**src/rtl/uart_pkg.sv**
```systemverilog
// rtl/uart_pkg.sv - shared UART types, defaults and helpers
package uart_pkg;

  typedef enum logic [2:0] {
    RX_IDLE,
    RX_START,
    RX_DATA,
    RX_PARITY,
    RX_STOP
  } rx_state_e;

  localparam int DEFAULT_DATA_BITS  = 8;
  localparam int DEFAULT_OVERSAMPLE = 16;
  localparam int DEFAULT_DIV_WIDTH  = 12;

  function automatic logic majority3(input logic a, input logic b, input logic c);
    return (a & b) | (a & c) | (b & c);
  endfunction

endpackage

```
**src/rtl/uart_baud_tick.sv**
```systemverilog
// rtl/uart_baud_tick.sv - programmable sample-tick divider
module uart_baud_tick
  import uart_pkg::*;
#(
  parameter int DIV_WIDTH = DEFAULT_DIV_WIDTH
) (
  input  logic                 clk,
  input  logic                 reset,
  input  logic [DIV_WIDTH-1:0] io_divisor,
  input  logic                 io_restart,
  output logic                 io_tick
);

  logic [DIV_WIDTH-1:0] cnt;

  // Divisor is only picked up on reload, so a change never truncates a running period.
  always_ff @(posedge clk) begin
    if (reset || io_restart) begin
      cnt <= '0;
    end else if (cnt == '0) begin
      cnt <= io_divisor;
    end else begin
      cnt <= cnt - 1'b1;
    end
  end

  assign io_tick = (cnt == '0);

endmodule

```
**src/rtl/uart_rx_core.sv**
```systemverilog
// rtl/uart_rx_core.sv - oversampling UART receiver with majority-vote sampling
module uart_rx_core
  import uart_pkg::*;
#(
  parameter int DATA_BITS  = DEFAULT_DATA_BITS,
  parameter int OVERSAMPLE = DEFAULT_OVERSAMPLE,
  parameter int DIV_WIDTH  = DEFAULT_DIV_WIDTH
) (
  input  logic                 clk,
  input  logic                 reset,
  input  logic [DIV_WIDTH-1:0] io_divisor,
  input  logic                 io_parityEnable,
  input  logic                 io_parityOdd,
  input  logic                 io_stopBits2,
  input  logic                 io_rxd,
  output logic [DATA_BITS-1:0] io_data,
  output logic                 io_valid,
  input  logic                 io_ready,
  output logic                 io_frameError,
  output logic                 io_parityError,
  output logic                 io_breakDetect,
  output logic                 io_overrun,
  input  logic                 io_errorClear
);

  localparam int PW = $clog2(OVERSAMPLE);
  localparam int BW = (DATA_BITS > 1) ? $clog2(DATA_BITS) : 1;
  localparam logic [PW-1:0] PH_S0    = PW'(OVERSAMPLE / 2 - 1);
  localparam logic [PW-1:0] PH_S1    = PW'(OVERSAMPLE / 2);
  localparam logic [PW-1:0] PH_S2    = PW'(OVERSAMPLE / 2 + 1);
  localparam logic [PW-1:0] PH_END   = PW'(OVERSAMPLE - 1);
  localparam logic [BW-1:0] LAST_BIT = BW'(DATA_BITS - 1);

  rx_state_e state, state_n;

  logic                 sync1, rxs, rxs_q;
  logic                 tick, fall, start_edge;
  logic [PW-1:0]        phase;
  logic                 s0, s1, maj;
  logic                 mid_done, bit_end, last_stop, commit;
  logic [BW-1:0]        bit_idx;
  logic                 stop_idx;
  logic [DATA_BITS-1:0] data_sr;
  logic                 par_err, ferr, stop1_zero;

  always_ff @(posedge clk) begin
    if (reset) begin
      sync1 <= 1'b1;
      rxs   <= 1'b1;
      rxs_q <= 1'b1;
    end else begin
      sync1 <= io_rxd;
      rxs   <= sync1;
      rxs_q <= rxs;
    end
  end

  assign fall       = rxs_q & ~rxs;
  assign start_edge = (state == RX_IDLE) && fall;

  uart_baud_tick #(.DIV_WIDTH(DIV_WIDTH)) u_baud_tick (
    .clk        (clk),
    .reset      (reset),
    .io_divisor (io_divisor),
    .io_restart (start_edge),
    .io_tick    (tick)
  );

  // The vote completes on the third sample; that tick is where each bit is decided.
  assign maj       = majority3(s0, s1, rxs);
  assign mid_done  = tick && (phase == PH_S2);
  assign bit_end   = tick && (phase == PH_END);
  assign last_stop = (stop_idx == io_stopBits2);
  assign commit    = (state == RX_STOP) && mid_done && last_stop;

  always_ff @(posedge clk) begin
    if (reset) state <= RX_IDLE;
    else       state <= state_n;
  end

  always_comb begin
    state_n = state;
    case (state)
      RX_IDLE:   if (fall) state_n = RX_START;
      RX_START: begin
        if (mid_done && maj) state_n = RX_IDLE;
        else if (bit_end)    state_n = RX_DATA;
      end
      RX_DATA:   if (bit_end && (bit_idx == LAST_BIT)) state_n = io_parityEnable ? RX_PARITY : RX_STOP;
      RX_PARITY: if (bit_end) state_n = RX_STOP;
      RX_STOP:   if (commit) state_n = RX_IDLE;
      default:   state_n = RX_IDLE;
    endcase
  end

  always_ff @(posedge clk) begin
    if (reset) begin
      phase      <= '0;
      s0         <= 1'b1;
      s1         <= 1'b1;
      bit_idx    <= '0;
      stop_idx   <= 1'b0;
      data_sr    <= '0;
      par_err    <= 1'b0;
      ferr       <= 1'b0;
      stop1_zero <= 1'b0;
    end else if (start_edge) begin
      phase      <= '0;
      bit_idx    <= '0;
      stop_idx   <= 1'b0;
      data_sr    <= '0;
      par_err    <= 1'b0;
      ferr       <= 1'b0;
      stop1_zero <= 1'b0;
    end else if ((state != RX_IDLE) && tick) begin
      phase <= (phase == PH_END) ? '0 : phase + 1'b1;
      if (phase == PH_S0) s0 <= rxs;
      if (phase == PH_S1) s1 <= rxs;
      if (phase == PH_S2) begin
        case (state)
          RX_DATA:   data_sr[bit_idx] <= maj;
          RX_PARITY: par_err <= ((^data_sr) ^ maj) != io_parityOdd;
          RX_STOP: begin
            if (!maj) ferr <= 1'b1;
            if (stop_idx == 1'b0) stop1_zero <= ~maj;
          end
          default: ;
        endcase
      end
      if (phase == PH_END) begin
        if (state == RX_DATA) bit_idx  <= bit_idx + 1'b1;
        if (state == RX_STOP) stop_idx <= 1'b1;
      end
    end
  end

  // A commit into a full holding register is dropped, leaving the old byte intact.
  always_ff @(posedge clk) begin
    if (reset) begin
      io_valid       <= 1'b0;
      io_data        <= '0;
      io_frameError  <= 1'b0;
      io_parityError <= 1'b0;
      io_breakDetect <= 1'b0;
      io_overrun     <= 1'b0;
    end else begin
      if (commit && (!io_valid || io_ready)) begin
        io_valid       <= 1'b1;
        io_data        <= data_sr;
        io_frameError  <= ferr | ~maj;
        io_parityError <= par_err;
        io_breakDetect <= (data_sr == '0) && ((stop_idx == 1'b0) ? ~maj : stop1_zero);
      end else if (io_valid && io_ready) begin
        io_valid <= 1'b0;
      end
      if (commit && io_valid && !io_ready) io_overrun <= 1'b1;
      else if (io_errorClear)              io_overrun <= 1'b0;
    end
  end

endmodule
```
**config.mk**
```make
export PLATFORM = sky130hd
export DESIGN_NAME = uart_rx_core
export DESIGN_NICKNAME = d
export VERILOG_FILES = /design/src/rtl/uart_pkg.sv /design/src/rtl/uart_baud_tick.sv /design/src/rtl/uart_rx_core.sv
export SDC_FILE = /design/constraint.sdc
export NUM_CORES = 1
export LEC_CHECK = 0
export BUFFER_PORTS_ARGS = -buffer_cell sky130_fd_sc_hd__buf_2
export CELL_PAD_IN_SITES_DETAIL_PLACEMENT = 0
export CELL_PAD_IN_SITES_GLOBAL_PLACEMENT = 2
export CORE_MARGIN = 2
export CORE_UTILIZATION = 38
export DETAILED_ROUTE_END_ITERATION = 7
export PLACE_DENSITY = 0.95
export SYNTH_ARGS = -nofsm -noshare
export SYNTH_HDL_FRONTEND = slang
export SYNTH_SLANG_ARGS = --single-unit
```
**constraint.sdc**
```tcl
create_clock -name clk -period 5.6 [get_ports clk]
set_input_delay 0.84 -clock clk [delete_from_list [all_inputs] [get_ports clk]]
set_output_delay 0.84 -clock clk [all_outputs]
set_load 0.01 [all_outputs]
```
# [Yosys cells after proc, flatten, opt, wreduce, memory -nomap -nowiden]
# Cells that the tools add are included.
[classes] addsub=3 magnitude_cmp=2 n_eq_ne=16 muxes=18 bitwise=11 reduce_logical=35
[op_table] cell="3-bit two-way mux" count=7
[op_table] cell="3-bit AND reduction" count=7
[op_table] cell="3-bit one-hot mux with 5 select lines" count=1
[op_table] cell="1-bit logical AND" count=14
[op_table] cell="4-bit equality test (second input constant)" count=3
[op_table] cell="12-bit logical NOT" count=1
[op_table] cell="12-bit two-way mux" count=1
[op_table] cell="12-bit by 1-bit subtractor with 12-bit output (second input constant)" count=1
[op_table] cell="8-bit bitwise mux" count=1
[op_table] cell="8-bit logical NOT" count=1
[op_table] cell="2-bit inequality test (second input constant)" count=4
[op_table] cell="8-bit parity" count=1
[op_table] cell="3-bit by 2-bit equality test with 1-bit output (second input constant)" count=2
[op_table] cell="3-bit equality test (second input constant)" count=2
[op_table] cell="1-bit two-way mux" count=6
[op_table] cell="5-bit AND reduction" count=1
[op_table] cell="4-bit by 1-bit adder with 4-bit output (second input constant)" count=1
[op_table] cell="1-bit bitwise AND" count=4
[op_table] cell="4-bit by 3-bit equality test with 1-bit output (second input constant)" count=1
[op_table] cell="3-bit by 4-bit < comparator with 1-bit output (second input constant)" count=1
[op_table] cell="4-bit two-way mux" count=1
[op_table] cell="4-bit AND reduction" count=1
[op_table] cell="2-bit nonzero test" count=2
[op_table] cell="3-bit by 1-bit adder with 3-bit output (second input constant)" count=1
[op_table] cell="14 further kinds" count=20
[word_totals] ff_bits=52

# [Depth between registers and ports, before layout]
# Gate-level depths: netlist (run 1).
[depth] depth_word=7 depth_mapped=8 mapped_depth_nobuf=7

# [By module]
# A second synthesis (run 1) with hierarchy kept.
[unflattened] hier_cells=297 hier_area_um2=2657.5
[by_module_without_submodules] module="uart_rx_core" instances=1 cells_per_inst=220 area_each_um2=1958.1 seq_area_each_um2=800.8
[by_module_without_submodules] module="uart_baud_tick" instances=1 cells_per_inst=77 area_each_um2=699.4 seq_area_each_um2=240.2

# [Worst setup path after synthesis (run 1)]
# Ideal clock, no wire load.
[synth_path] path_kind="input to register" start="in io_stopBits2" end="reg io_data[1]" setup_time_ns=0.128 arrival_time_ns=1.832 path_slack_ns=3.640 stages=6 path_buffers=1 cell_sequence="xnor2_1 > and3_1 > nor3b_4 > buf_6 > mux2i_1 > nor2_1"
[synth_via] elab_chain_len=3
[synth_rtl] element="from (decl)" line="uart_rx_core.sv:14" text="input logic io_stopBits2,"
[synth_rtl] element="1-bit equality test" line="uart_rx_core.sv:73" text="assign last_stop = (stop_idx == io_stopBits2);"
[synth_rtl] element="1-bit logical AND" line="uart_rx_core.sv:74" text="assign commit = (state == RX_STOP) && mid_done && last_stop;"
[synth_rtl] element="1-bit logical AND" line="uart_rx_core.sv:147" text="if (commit && (!io_valid || io_ready)) begin"
[synth_rtl] element="to (signal assigned)" line="uart_rx_core.sv:149" text="io_data <= data_sr;"
[synth_rtl] element="to (decl)" line="uart_rx_core.sv:16" text="output logic [DATA_BITS-1:0] io_data,"
# Every way passes these cells.
# A chain may end at the register's enable or synchronous reset.

# [Final worst setup path (run 1)]
[layout_path] start="reg u_baud_tick.cnt[0]" end="reg io_breakDetect"
[layout_via] elab_chain_len=5
[layout_rtl] element="from (decl)" line="uart_baud_tick.sv:14" text="logic [DIV_WIDTH-1:0] cnt;"
[layout_rtl] element="from (signal assigned)" line="uart_baud_tick.sv:21" text="cnt <= io_divisor;"
[layout_rtl] element="from (signal assigned)" line="uart_baud_tick.sv:23" text="cnt <= cnt - 1'b1;"
[layout_rtl] element="12-bit logical NOT" line="uart_baud_tick.sv:27" text="assign io_tick = (cnt == '0);"
[layout_rtl] element="1-bit logical AND" line="uart_rx_core.sv:71" text="assign mid_done = tick && (phase == PH_S2);"
[layout_rtl] element="1-bit logical AND (2 in series)" line="uart_rx_core.sv:74"
[layout_rtl] element="1-bit logical AND" line="uart_rx_core.sv:147"
[layout_rtl] element="to (signal assigned)" line="uart_rx_core.sv:152" text="io_breakDetect <= (data_sr == '0) && ((stop_idx == 1'b0) ? ~maj : stop1_zero);"
[layout_rtl] element="to (decl)" line="uart_rx_core.sv:21" text="output logic io_breakDetect,"
# Every way passes these cells.

==> results of run 1 <==
cells in the final DEF (no fill, tap or decap), drive strengths merged, types with 6 or more instances in the layout:
master,n
nand2,11
buf,32
ha,10
a21oi,10
dfxtp,52
nor3,11
o21ai,7
nor2,42
nor4,8
nand3,7
inv,18
nand4,8
a211oi,7
mux2i,22
xnor2,13
clkbuf,6
power by group through the flow:
| stage | combinational (mW) | sequential [mW] | clock, mW |
|---|---|---|---|
| detailed placement | 0.316 | 0.456 | 0 |
| finish | 0.313 | 0.448 | 0.257 |
| global placement | 0.312 | 0.455 | 0 |
| floorplan | 0.274 | 0.446 | 0 |
| global route | 0.353 | 0.454 | 0.279 |
| CTS | 0.318 | 0.448 | 0.264 |
sequential cells by signal, summed over array words and instances, names as in the netlist, 3 cells and up:
signal,cells
u_baud_tick.cnt,12
data_sr,8
phase,4
bit_idx,3
state,3
io_data,8
logic make-up (layout without fill, tap and decap cells):
family                     Yosys count  count (layout)  share of synthesized area
muxes                               22              22                    0.08425
buffers and inverters               30              58                    0.04978
adders and majority gates           11              11                    0.05170
DFF                                 52              52                     0.3983
xor gates and xnor gates            16              16                    0.05362
and+or+nand+nor                    120             120                     0.2681
AOI/OAI and AO/OA                   36              36                    0.09430
Yosys cell counts (2+ instances only):
| master | count | share of area |
|---|---|---|
| dfxtp_1 | 52 | 0.40 |
| nor2_1 | 42 | 0.060 |
| mux2i_1 | 22 | 0.084 |
| inv_1 | 18 | 0.026 |
| xnor2_1 | 13 | 0.044 |
| nand2_1 | 11 | 0.016 |
| a21oi_1 | 10 | 0.019 |
| ha_1 | 10 | 0.048 |
| nor3_1 | 10 | 0.019 |
| clkbuf_1 | 8 | 0.011 |
| nand4_1 | 8 | 0.019 |
| a211oi_1 | 7 | 0.020 |
| nand3_1 | 7 | 0.013 |
| nor2b_1 | 5 | 0.012 |
| o21ai_0 | 5 | 0.0096 |
| nand2b_1 | 4 | 0.0096 |
| nor4_1 | 4 | 0.0096 |
| and3_1 | 3 | 0.0072 |
| or3_1 | 3 | 0.0072 |
| or4_1 | 3 | 0.0086 |
| xor2_1 | 3 | 0.010 |
| a31oi_1 | 2 | 0.0048 |
| and4_1 | 2 | 0.0067 |
| buf_2 | 2 | 0.0038 |
| buf_6 | 2 | 0.0086 |
| nand4b_1 | 2 | 0.0067 |
| nor4_2 | 2 | 0.0096 |
| nor4_4 | 2 | 0.016 |
| o211ai_1 | 2 | 0.0057 |
| o31ai_1 | 2 | 0.0057 |
| or2_2 | 2 | 0.0048 |
| or3b_2 | 2 | 0.0067 |
final cells by class:
class                      instances  area (µm²)
sequential                        52        1041
timing repair buffer              32       160.2
inverter                          18       67.56
clock buffer                       6       72.57
fill                             667        3800
tap                               80       100.1
multi-input combinational        205        1443
clock inverter                     2       35.03
stage by stage:
step / power, mW / setup WS [ns]
floorplan: 0.7205 / 3.640
global placement: 0.7664 / 3.164
detailed placement: 0.7716 / 3.106
CTS: 1.030 / 3.080
global route: 1.087 / 2.831
finish: 1.018 / 3.082
routing by layer:
metal	part of all wire	wire, µm	global-route usage	up-vias
met5	0	0	0	-
met4	0.015	78	0.04830	0
met3	0.037	197	0.03318	6
met2	0.45	2379	0.2394	40
met1	0.50	2624	0.1973	983
li1	-	-	-	1063
final timing paths:
check / start / depth (start not counted) / slack, ns / to
worst max-delay path: u_baud_tick.cnt[0]$_SDFF_PP0_ / 7 / 3.08 / io_breakDetect$_SDFFE_PP0P_
worst min-delay path: sync1$_SDFF_PP1_ / 1 / 0.43 / rxs$_SDFF_PP1_
worst max register to register: u_baud_tick.cnt[0]$_SDFF_PP0_ / 7 / 3.08 / io_breakDetect$_SDFFE_PP0P_
worst min register to register: sync1$_SDFF_PP1_ / 1 / 0.43 / rxs$_SDFF_PP1_
==> out/qor.yml, run 1 <==
cp.buffers_inverters: 1
timing_max_transition_violations_final: 0
grt_antenna_before_repair: 0
tritoncts_clock_tree: "done"
holdWs_ns: 0.4266
gr-usage-all-layers: 0.1486
detail_route.iter0.violations: 57
clock_power_frac: 0.252
hold_path_class: "reg2reg"
via_per_inst: 5.296
outcome: "completed"
achievable-frequency_ghz: 0.3972
number_of_global_route_vias_before_repair: 1953
worst-setup-path-type: "reg2reg"
hpwl_dp_mm: 3.793
fin_util: 0.4345
timing.critical_path.mode_cell: "nand3_1"
largest_fanout_on_the_critical_path: 13
area_delta_synth_final_pct: 11.68
mappedNetlistArea_mm2: 0.002614
post-route-cell-area_mm2: 0.002919
htree_levels: 2
report.final.hold_viol_count: 0
setup_violations: 0
final_weighted_congestion_in_routability_driven_placement: 0.7578
power_switching_mw: 0.3502
first_pass_iters: 4
tightestPinTransition_ns: 0.8606
initial_core_util: 0.3890
irDropWorstVdd_mv: 0.1569
die_height_um: 86.94
syn-mean-instance-area_um2: 9.107
syn_nets: 317
i_o_pins: 33
most_frequently_used_flop_master_after_synthesis: "dfxtp_1"
netlist-cell-type-count: 49
clock_sinks: 52
maximum_single_stage_delay_on_the_critical_path_ns: 0.76
register_clock_pin_slew_on_the_reported_worst_setup_and_hold_paths_ns: 0.09
path_cells: "inv_1 > ha_1 > nor3b_2 > nand3_1 > nor3b_4 > nand3_1 > a21oi_1"
drv.max_cap_violation_count: 0
power.static_leakage_nw: 1.150
fin_crit_ns: 2.518
core-area_mm2: 0.006719
total_number_of_vias: 2092
seqPwrFrac: 0.440
grt_pass1_wl_mm: 8.976
grt_overflow_total: 0
io_buffers: 32
grt_setup_unrepaired: "false"
ys_warn_count: 0
fin_crit_share: 0.4496
post-cts-setup-buffers: 0
internal_power_mw: 0.6674
p_per_area_mw_per_mm2: 348.6
clk-insertion-delay-late_ns: 0.30
required_ns: 5.84
die_area_mm2: 0.007558
finalWirelength_mm: 5.279
cp_data_arrival_time_ns: 2.75
grt_start_max_net_pins: 32
drt.antenna.violating_nets: 0
critPathCaptureType: "register"
sequential_share_of_the_synthesized_area: 0.3983
finish.cell_count_without_fillers: 395
post_detailed_route_drc_marker_count: 0
resized_gates_after_cts: 0
finalClockSkew_ns: 0.009320
layout-drive-gt1-share: 0.1778
cts_hold_buffers: 0
postSynthCellCount: 287
seq_cells_post_synth: 52
worst_max_slew_margin_expressed_relative_to_the_limit: 0.4219
p_comb_frac: 0.308
maximum_number_of_buffers_from_clock_root_to_sink: 2
critical-path-slowest-cell: "nor3b_4"
synth_enable_flop_cells: 0
die_x_um: 86.94
fin_setup_tns_ns: 0
critical-path-top-delay-family: "simple AND/OR/NAND/NOR gates"
number_of_placed_instances_with_taps_included: 387
critPathLaunchType: "register"
post_drt_wl_per_cell_um: 13.36
num_antenna_cells: 0
switching_share: 0.3442
synth_async_sr_flop_share: 0
numCtsBuffers: 5
placement_rows: 30
finalNetCount: 344
cts.root.buffer_cell: "clkbuf_8"
placed_area_mm2: 0.002811
No activity file was read; power rests on OpenSTA's default activity.
==> inputs of run 2 (changes only) <==
--- a/config.mk
+++ b/config.mk
@@ -9,9 +9,9 @@
 export CELL_PAD_IN_SITES_DETAIL_PLACEMENT = 0
 export CELL_PAD_IN_SITES_GLOBAL_PLACEMENT = 2
 export CORE_MARGIN = 2
-export CORE_UTILIZATION = 38
+export CORE_UTILIZATION = 32
 export DETAILED_ROUTE_END_ITERATION = 7
-export PLACE_DENSITY = 0.95
+export PLACE_DENSITY = 0.87
 export SYNTH_ARGS = -nofsm -noshare
 export SYNTH_HDL_FRONTEND = slang
 export SYNTH_SLANG_ARGS = --single-unit
==> constraint.sdc (replaced) <==
create_clock -name clk -period 2.3 [get_ports clk]
set_input_delay 0.345 -clock clk [delete_from_list [all_inputs] [get_ports clk]]
set_output_delay 0.345 -clock clk [all_outputs]
set_load 0.01 [all_outputs]
==> out/qor.yml, run 2 (synthesis gave the netlist of run 1 again) <==
worst-setup-path-type: "reg2reg"  # unchanged
n_fill_cell: 817  # was 667
area_delta_synth_final_pct: 15.27  # was 11.68%
grt_antenna_before_repair: 0  # unchanged
i_o_pins: 33  # unchanged
critical-path-slowest-cell: "or3b_2"  # was nor3b_4
multi_input_comb_area_mm2: 0.001449  # was 0.001443 mm²
path_cells: "inv_1 > ha_1 > or3b_2 > nor3_2 > and3_1 > mux2i_1 > nor2_1"  # was inv_1 > ha_1 > nor3b_2 > nand3_1 > nor3b_4 > nand3_1 > a21oi_1
cts.root.buffer_cell: "clkbuf_8"  # unchanged
total_number_of_vias: 2093  # was 2092
achievable-frequency_ghz: 0.4660  # was 0.3972 GHz
outcome: "completed"  # unchanged
p_per_area_mw_per_mm2: 878.6  # was 348.6 mW/mm²
grt_setup_unrepaired: "false"  # unchanged
fin_setup_tns_ns: 0  # unchanged
hpwl_dp_mm: 4.147  # was 3.793 mm
largest_reg_flops: 12  # unchanged
number_of_global_route_vias_before_repair: 2028  # was 1953
p_comb_frac: 0.297  # was 0.308
placement_rows: 32  # was 30
cp.buffers_inverters: 1  # unchanged
via_per_inst: 4.971  # was 5.296
power_switching_mw: 0.8829  # was 0.3502 mW
largest_fanout_on_the_critical_path: 5  # was 13
final_weighted_congestion_in_routability_driven_placement: 0.7838  # was 0.7578
finalNetCount: 348  # was 344
leading_cell_types_in_the_layout_fill_and_taps_excluded: "dfxtp_1, nor2_1, buf_2, mux2i_1, inv_1"  # unchanged
grt_overflow_total: 0  # unchanged
grt_start_max_net_pins: 32  # unchanged
internal_power_mw: 1.764  # was 0.6674 mW
worst_max_slew_margin_expressed_relative_to_the_limit: 0.5260  # was 0.4219
detail_route.iter0.violations: 60  # was 57
tritoncts_clock_tree: "done"  # unchanged
post_detailed_route_drc_marker_count: 0  # unchanged
num_antenna_cells: 0  # unchanged
placed_area_mm2: 0.002869  # was 0.002811 mm²
htree_levels: 2  # unchanged
post_drt_wl_per_cell_um: 13.52  # was 13.36 µm
drv.max_cap_violation_count: 0  # unchanged
maximum_number_of_buffers_from_clock_root_to_sink: 2  # unchanged
die_x_um: 94.38  # was 86.94 µm
layout_top_registers: "u_baud_tick.cnt (12), data_sr (8), io_data (8)"  # unchanged
clock_power_frac: 0.288  # was 0.252
hold_path_class: "in2reg"  # was reg2reg
io_buffers: 32  # unchanged
switching_share: 0.3335  # was 0.3442
register_clock_pin_slew_on_the_reported_worst_setup_and_hold_paths_ns: 0.11  # was 0.09 ns
fin_crit_share: 0.9331  # was 0.4496
die_height_um: 94.38  # was 86.94 µm
report.final.hold_viol_count: 0  # unchanged
required_ns: 2.49  # was 5.84 ns
post-route-cell-area_mm2: 0.003013  # was 0.002919 mm²
cp_data_arrival_time_ns: 2.34  # was 2.75 ns
setup_violations: 0  # unchanged
timing_max_transition_violations_final: 0  # unchanged
seqPwrFrac: 0.414  # was 0.440
grt_pass1_wl_mm: 9.480  # was 8.976 mm
die_area_mm2: 0.008907  # was 0.007558 mm²
clk-insertion-delay-late_ns: 0.32  # was 0.30 ns
gr-usage-all-layers: 0.1352  # was 0.1486
critical-path-top-delay-family: "simple AND/OR/NAND/NOR gates"  # unchanged
maximum_single_stage_delay_on_the_critical_path_ns: 0.58  # was 0.76 ns
power.static_leakage_nw: 1.184  # was 1.150 nW
largest_register: "u_baud_tick.cnt"  # unchanged
finalWirelength_mm: 5.690  # was 5.279 mm
layout.cells.most_common: "dfxtp_1"  # unchanged
first_pass_iters: 4  # unchanged
irDropWorstVdd_mv: 0.4824  # was 0.1569 mV
fin_crit_ns: 2.146  # was 2.518 ns
core-area_mm2: 0.007807  # was 0.006719 mm²
finalClockSkew_ns: 0.01322  # was 0.009320 ns
tightestPinTransition_ns: 0.7110  # was 0.8606 ns
critPathLaunchType: "register"  # unchanged
area.sequential_mm2: 0.001041  # unchanged
numCtsBuffers: 5  # unchanged
clock_sinks: 52  # unchanged
fin_util: 0.3859  # was 0.4345
critPathCaptureType: "register"  # unchanged
drt.antenna.violating_nets: 0  # unchanged
initial_core_util: 0.3348  # was 0.3890
layout-drive-gt1-share: 0.1912  # was 0.1778
-- run 2: layout make-up --
cell class / count / share of cell area
sequential: 52 / 0.3455
clock buffer: 5 / 0.02284
multi-input combinational: 205 / 0.4809
clock inverter: 3 / 0.02284
timing repair buffer: 36 / 0.06312
inverter: 18 / 0.02243
tap: 102 / 0.04236
-- run 2: final timing paths --
check	startpoint	endpoint	slack (ns)	cells past startpoint
min reg2reg	sync1$_SDFF_PP1_	rxs$_SDFF_PP1_	0.42	1
max	u_baud_tick.cnt[0]$_SDFF_PP0_	bit_idx[1]$_SDFFE_PP0P_	0.15	7
max reg2reg	u_baud_tick.cnt[0]$_SDFF_PP0_	bit_idx[1]$_SDFFE_PP0P_	0.15	7
min	io_rxd	sync1$_SDFF_PP1_	0.21	2
-- run 2: power groups by stage --
stage	Clock, mW	Combinational, mW	Sequential, mW
2_1_floorplan	0	0.667	1.09
3_3_place_gp	0	0.778	1.11
3_5_place_dp	0	0.780	1.11
4_1_cts	0.789	0.787	1.09
5_1_grt	0.813	0.874	1.11
6_report	0.763	0.787	1.10
-- run 2: through the flow --
step | setup WS (ns) | power, mW | hold slack (ns) | std cells
after global routing | 0.01502 | 2.799 | 0.2139 | 421
after floorplan | 0.3463 | 1.754 | 0.3895 | 287
after CTS | 0.1629 | 2.667 | 0.2017 | 421
after detailed placement | 0.1747 | 1.892 | 0.4001 | 413
after global placement | 0.2027 | 1.886 | 0.4052 | 413
final | 0.1539 | 2.647 | 0.2081 | 421
-- run 2: layer usage --
layer / vias to the layer above / global-route usage / routed length (µm)
li1: 1072 / - / -
met5: - / 0 / 0
met2: 23 / 0.2214 / 2623
met1: 991 / 0.1824 / 2826
met4: 0 / 0.04710 / 86
met3: 7 / 0.01915 / 155
-- run 2: repair_timing --
action                                  4_1_cts  5_1_grt
resized for setup                             0        1
hold buffers                                  0        0
setup buffers                                 0        0
endpoints found under the setup margin        0        8
==> inputs of run 3 (changes only) <==
--- a/config.mk
+++ b/config.mk
@@ -8,6 +8,7 @@
 export BUFFER_PORTS_ARGS = -buffer_cell sky130_fd_sc_hd__buf_2
 export CELL_PAD_IN_SITES_DETAIL_PLACEMENT = 0
 export CELL_PAD_IN_SITES_GLOBAL_PLACEMENT = 2
+export CORE_ASPECT_RATIO = 0.8
 export CORE_MARGIN = 2
 export CORE_UTILIZATION = 32
 export DETAILED_ROUTE_END_ITERATION = 7
==> out/qor.yml, run 3 (synthesis gave the netlist of run 1 again) <==
finalNetCount: 352  # was 348
tightestPinTransition_ns: 0.6897  # was 0.7110 ns
grt_pass1_wl_mm: 9.411  # was 9.480 mm
fin_setup_tns_ns: 0  # unchanged
p_per_area_mw_per_mm2: 903.4  # was 878.6 mW/mm²
critPathCaptureType: "register"  # unchanged
required_ns: 2.50  # was 2.49 ns
hold_path_class: "in2reg"  # unchanged
maximum_single_stage_delay_on_the_critical_path_ns: 0.57  # was 0.58 ns
drv.max_cap_violation_count: 0  # unchanged
gr-usage-all-layers: 0.1302  # was 0.1352
report.final.hold_viol_count: 0  # unchanged
initial_core_util: 0.3289  # was 0.3348
maximum_number_of_buffers_from_clock_root_to_sink: 2  # unchanged
grt_start_max_net_pins: 32  # unchanged
leading_cell_types_in_the_layout_fill_and_taps_excluded: "dfxtp_1, nor2_1, buf_2, mux2i_1, inv_1"  # unchanged
area_delta_synth_final_pct: 17.76  # was 15.27%
post_route_worst_setup_slack_ns: 0.1711  # was 0.1539 ns
final_weighted_congestion_in_routability_driven_placement: 0.8213  # was 0.7838
post_detailed_route_drc_marker_count: 0  # unchanged
placement_rows: 29  # was 32
finalClockSkew_ns: 0.007612  # was 0.01322 ns
htree_levels: 2  # unchanged
register_clock_pin_slew_on_the_reported_worst_setup_and_hold_paths_ns: 0.10  # was 0.11 ns
resized_gates_after_cts: 0  # unchanged
critPathLaunchType: "register"  # unchanged
holdPathEnd: "sync1$_SDFF_PP1_"  # unchanged
layout_top_registers: "u_baud_tick.cnt (12), data_sr (8), io_data (8)"  # unchanged
whs_path_depth: 2  # unchanged
n_fill_cell: 810  # was 817
total_number_of_vias: 2055  # was 2093
finalWirelength_mm: 5.510  # was 5.690 mm
cts.root.buffer_cell: "clkbuf_8"  # unchanged
worst_max_slew_margin_expressed_relative_to_the_limit: 0.5402  # was 0.5260
grt_setup_unrepaired: "false"  # unchanged
die_height_um: 84.84  # was 94.38 µm
drt.antenna.violating_nets: 0  # unchanged
io_buffers: 32  # unchanged
cp_data_arrival_time_ns: 2.33  # was 2.34 ns
first_pass_iters: 4  # unchanged
i_o_pins: 33  # unchanged
hpwl_dp_mm: 4.082  # was 4.147 mm
num_antenna_cells: 0  # unchanged
die_x_um: 105.0  # was 94.38 µm
layout-drive-gt1-share: 0.2012  # was 0.1912
worst-setup-path-type: "reg2reg"  # unchanged
layout.cells.most_common: "dfxtp_1"  # unchanged
clock_sinks: 52  # unchanged
core-area_mm2: 0.007946  # was 0.007807 mm²
post_drt_wl_per_cell_um: 12.78  # was 13.52 µm
timing_max_transition_violations_final: 0  # unchanged
grt_antenna_before_repair: 0  # unchanged
achievable-frequency_ghz: 0.4697  # was 0.4660 GHz
cts_hold_buffers: 0  # unchanged
clk-insertion-delay-late_ns: 0.31  # was 0.32 ns
largest_register: "u_baud_tick.cnt"  # unchanged
path_cells: "inv_1 > ha_1 > or3b_2 > nor4_4 > nand4b_1 > nand2_1 > o211ai_1"  # was inv_1 > ha_1 > or3b_2 > nor3_2 > and3_1 > mux2i_1 > nor2_1
detailedPlace.worstSlack_ns: 0.1861  # was 0.1747 ns
number_of_global_route_vias_before_repair: 2013  # was 2028
largest_fanout_on_the_critical_path: 7  # was 5
detail_route.iter0.violations: 61  # was 60
regToRegEndpoint: "s1$_SDFFE_PP1P_"  # was bit_idx[1]$_SDFFE_PP0P_
r2r_setup_slack_ns: 0.17  # was 0.15 ns
critical_path.reg2reg.startpoint: "u_baud_tick.cnt[0]$_SDFF_PP0_"  # unchanged
critical-path-slowest-cell: "or3b_2"  # unchanged
critical-path-top-delay-family: "simple AND/OR/NAND/NOR gates"  # unchanged
setup_violations: 0  # unchanged
fin_crit_ns: 2.129  # was 2.146 ns
die_area_mm2: 0.008911  # was 0.008907 mm²
largest_reg_flops: 12  # unchanged
via_per_inst: 4.768  # was 4.971
power.static_leakage_nw: 1.215  # was 1.184 nW
numCtsBuffers: 5  # unchanged
cp.buffers_inverters: 1  # unchanged
min-delay-start: "io_rxd"  # unchanged
worst-r2r-cell-count: 7  # unchanged
grt_overflow_total: 0  # unchanged
post-cts-setup-buffers: 0  # unchanged
tritoncts_clock_tree: "done"  # unchanged
fin_crit_share: 0.9256  # was 0.9331
irDropWorstVdd_mv: 0.3315  # was 0.4824 mV
outcome: "completed"  # unchanged
[run 3: changes by cell type in the layout (fill, tap and decap cells not counted), sizes merged]
cell    change
inv         -1
buf         +4
bufinv      +1
[run 3: area by class of cell]
type,count,area (µm²),share of cell area
tap,108,135.1,0.04390
timing repair buffer,40,232.7,0.07561
multi-input combinational,205,1443,0.4687
clock inverter,3,90.09,0.02927
sequential,52,1041,0.3382
inverter,18,67.56,0.02195
clock buffer,5,68.82,0.02236
[run 3: worst max path at each step]
| stage | start | end | cells past startpoint |
|---|---|---|---|
| CTS | u_baud_tick.cnt[0]$_SDFF_PP0_ | s1$_SDFFE_PP1P_ | 7 |
| finish | u_baud_tick.cnt[0]$_SDFF_PP0_ | s1$_SDFFE_PP1P_ | 7 |
| floorplan | u_baud_tick.cnt[0]$_SDFF_PP0_ | bit_idx[1]$_SDFFE_PP0P_ | 8 |
| global placement | u_baud_tick.cnt[0]$_SDFF_PP0_ | s1$_SDFFE_PP1P_ | 7 |
| detailed placement | u_baud_tick.cnt[0]$_SDFF_PP0_ | s1$_SDFFE_PP1P_ | 7 |
| global route | u_baud_tick.cnt[0]$_SDFF_PP0_ | s1$_SDFFE_PP1P_ | 7 |
[run 3: per-layer routing]
| metal | up-vias | share of wire | wire, µm | GRT usage |
|---|---|---|---|---|
| li1 | 1081 | - | - | - |
| met1 | 940 | 0.54 | 2964 | 0.1845 |
| met2 | 26 | 0.42 | 2331 | 0.2007 |
| met3 | 8 | 0.024 | 133 | 0.02304 |
| met4 | 0 | 0.014 | 79 | 0.04364 |
| met5 | - | 0 | 0 | 0 |
[run 3: stage by stage]
step	total power, mW	hold WS [ns]	util	std cells	instance area [µm²]
finish	2.781	0.2158	0.3873	431	3078
global placement	1.943	0.4042	0.3673	423	2919
CTS	2.806	0.2106	0.3873	431	3078
global route	2.936	0.2013	0.3873	431	3078
floorplan	1.754	0.3895	-	287	2614
detailed placement	1.942	0.4147	0.3673	423	2919
[run 3: where the power goes]
part | internal, mW | switching (mW)
clock | 0.544 | 0.319
combinational | 0.367 | 0.459
sequential | 0.987 | 0.105
total | 1.90 | 0.883
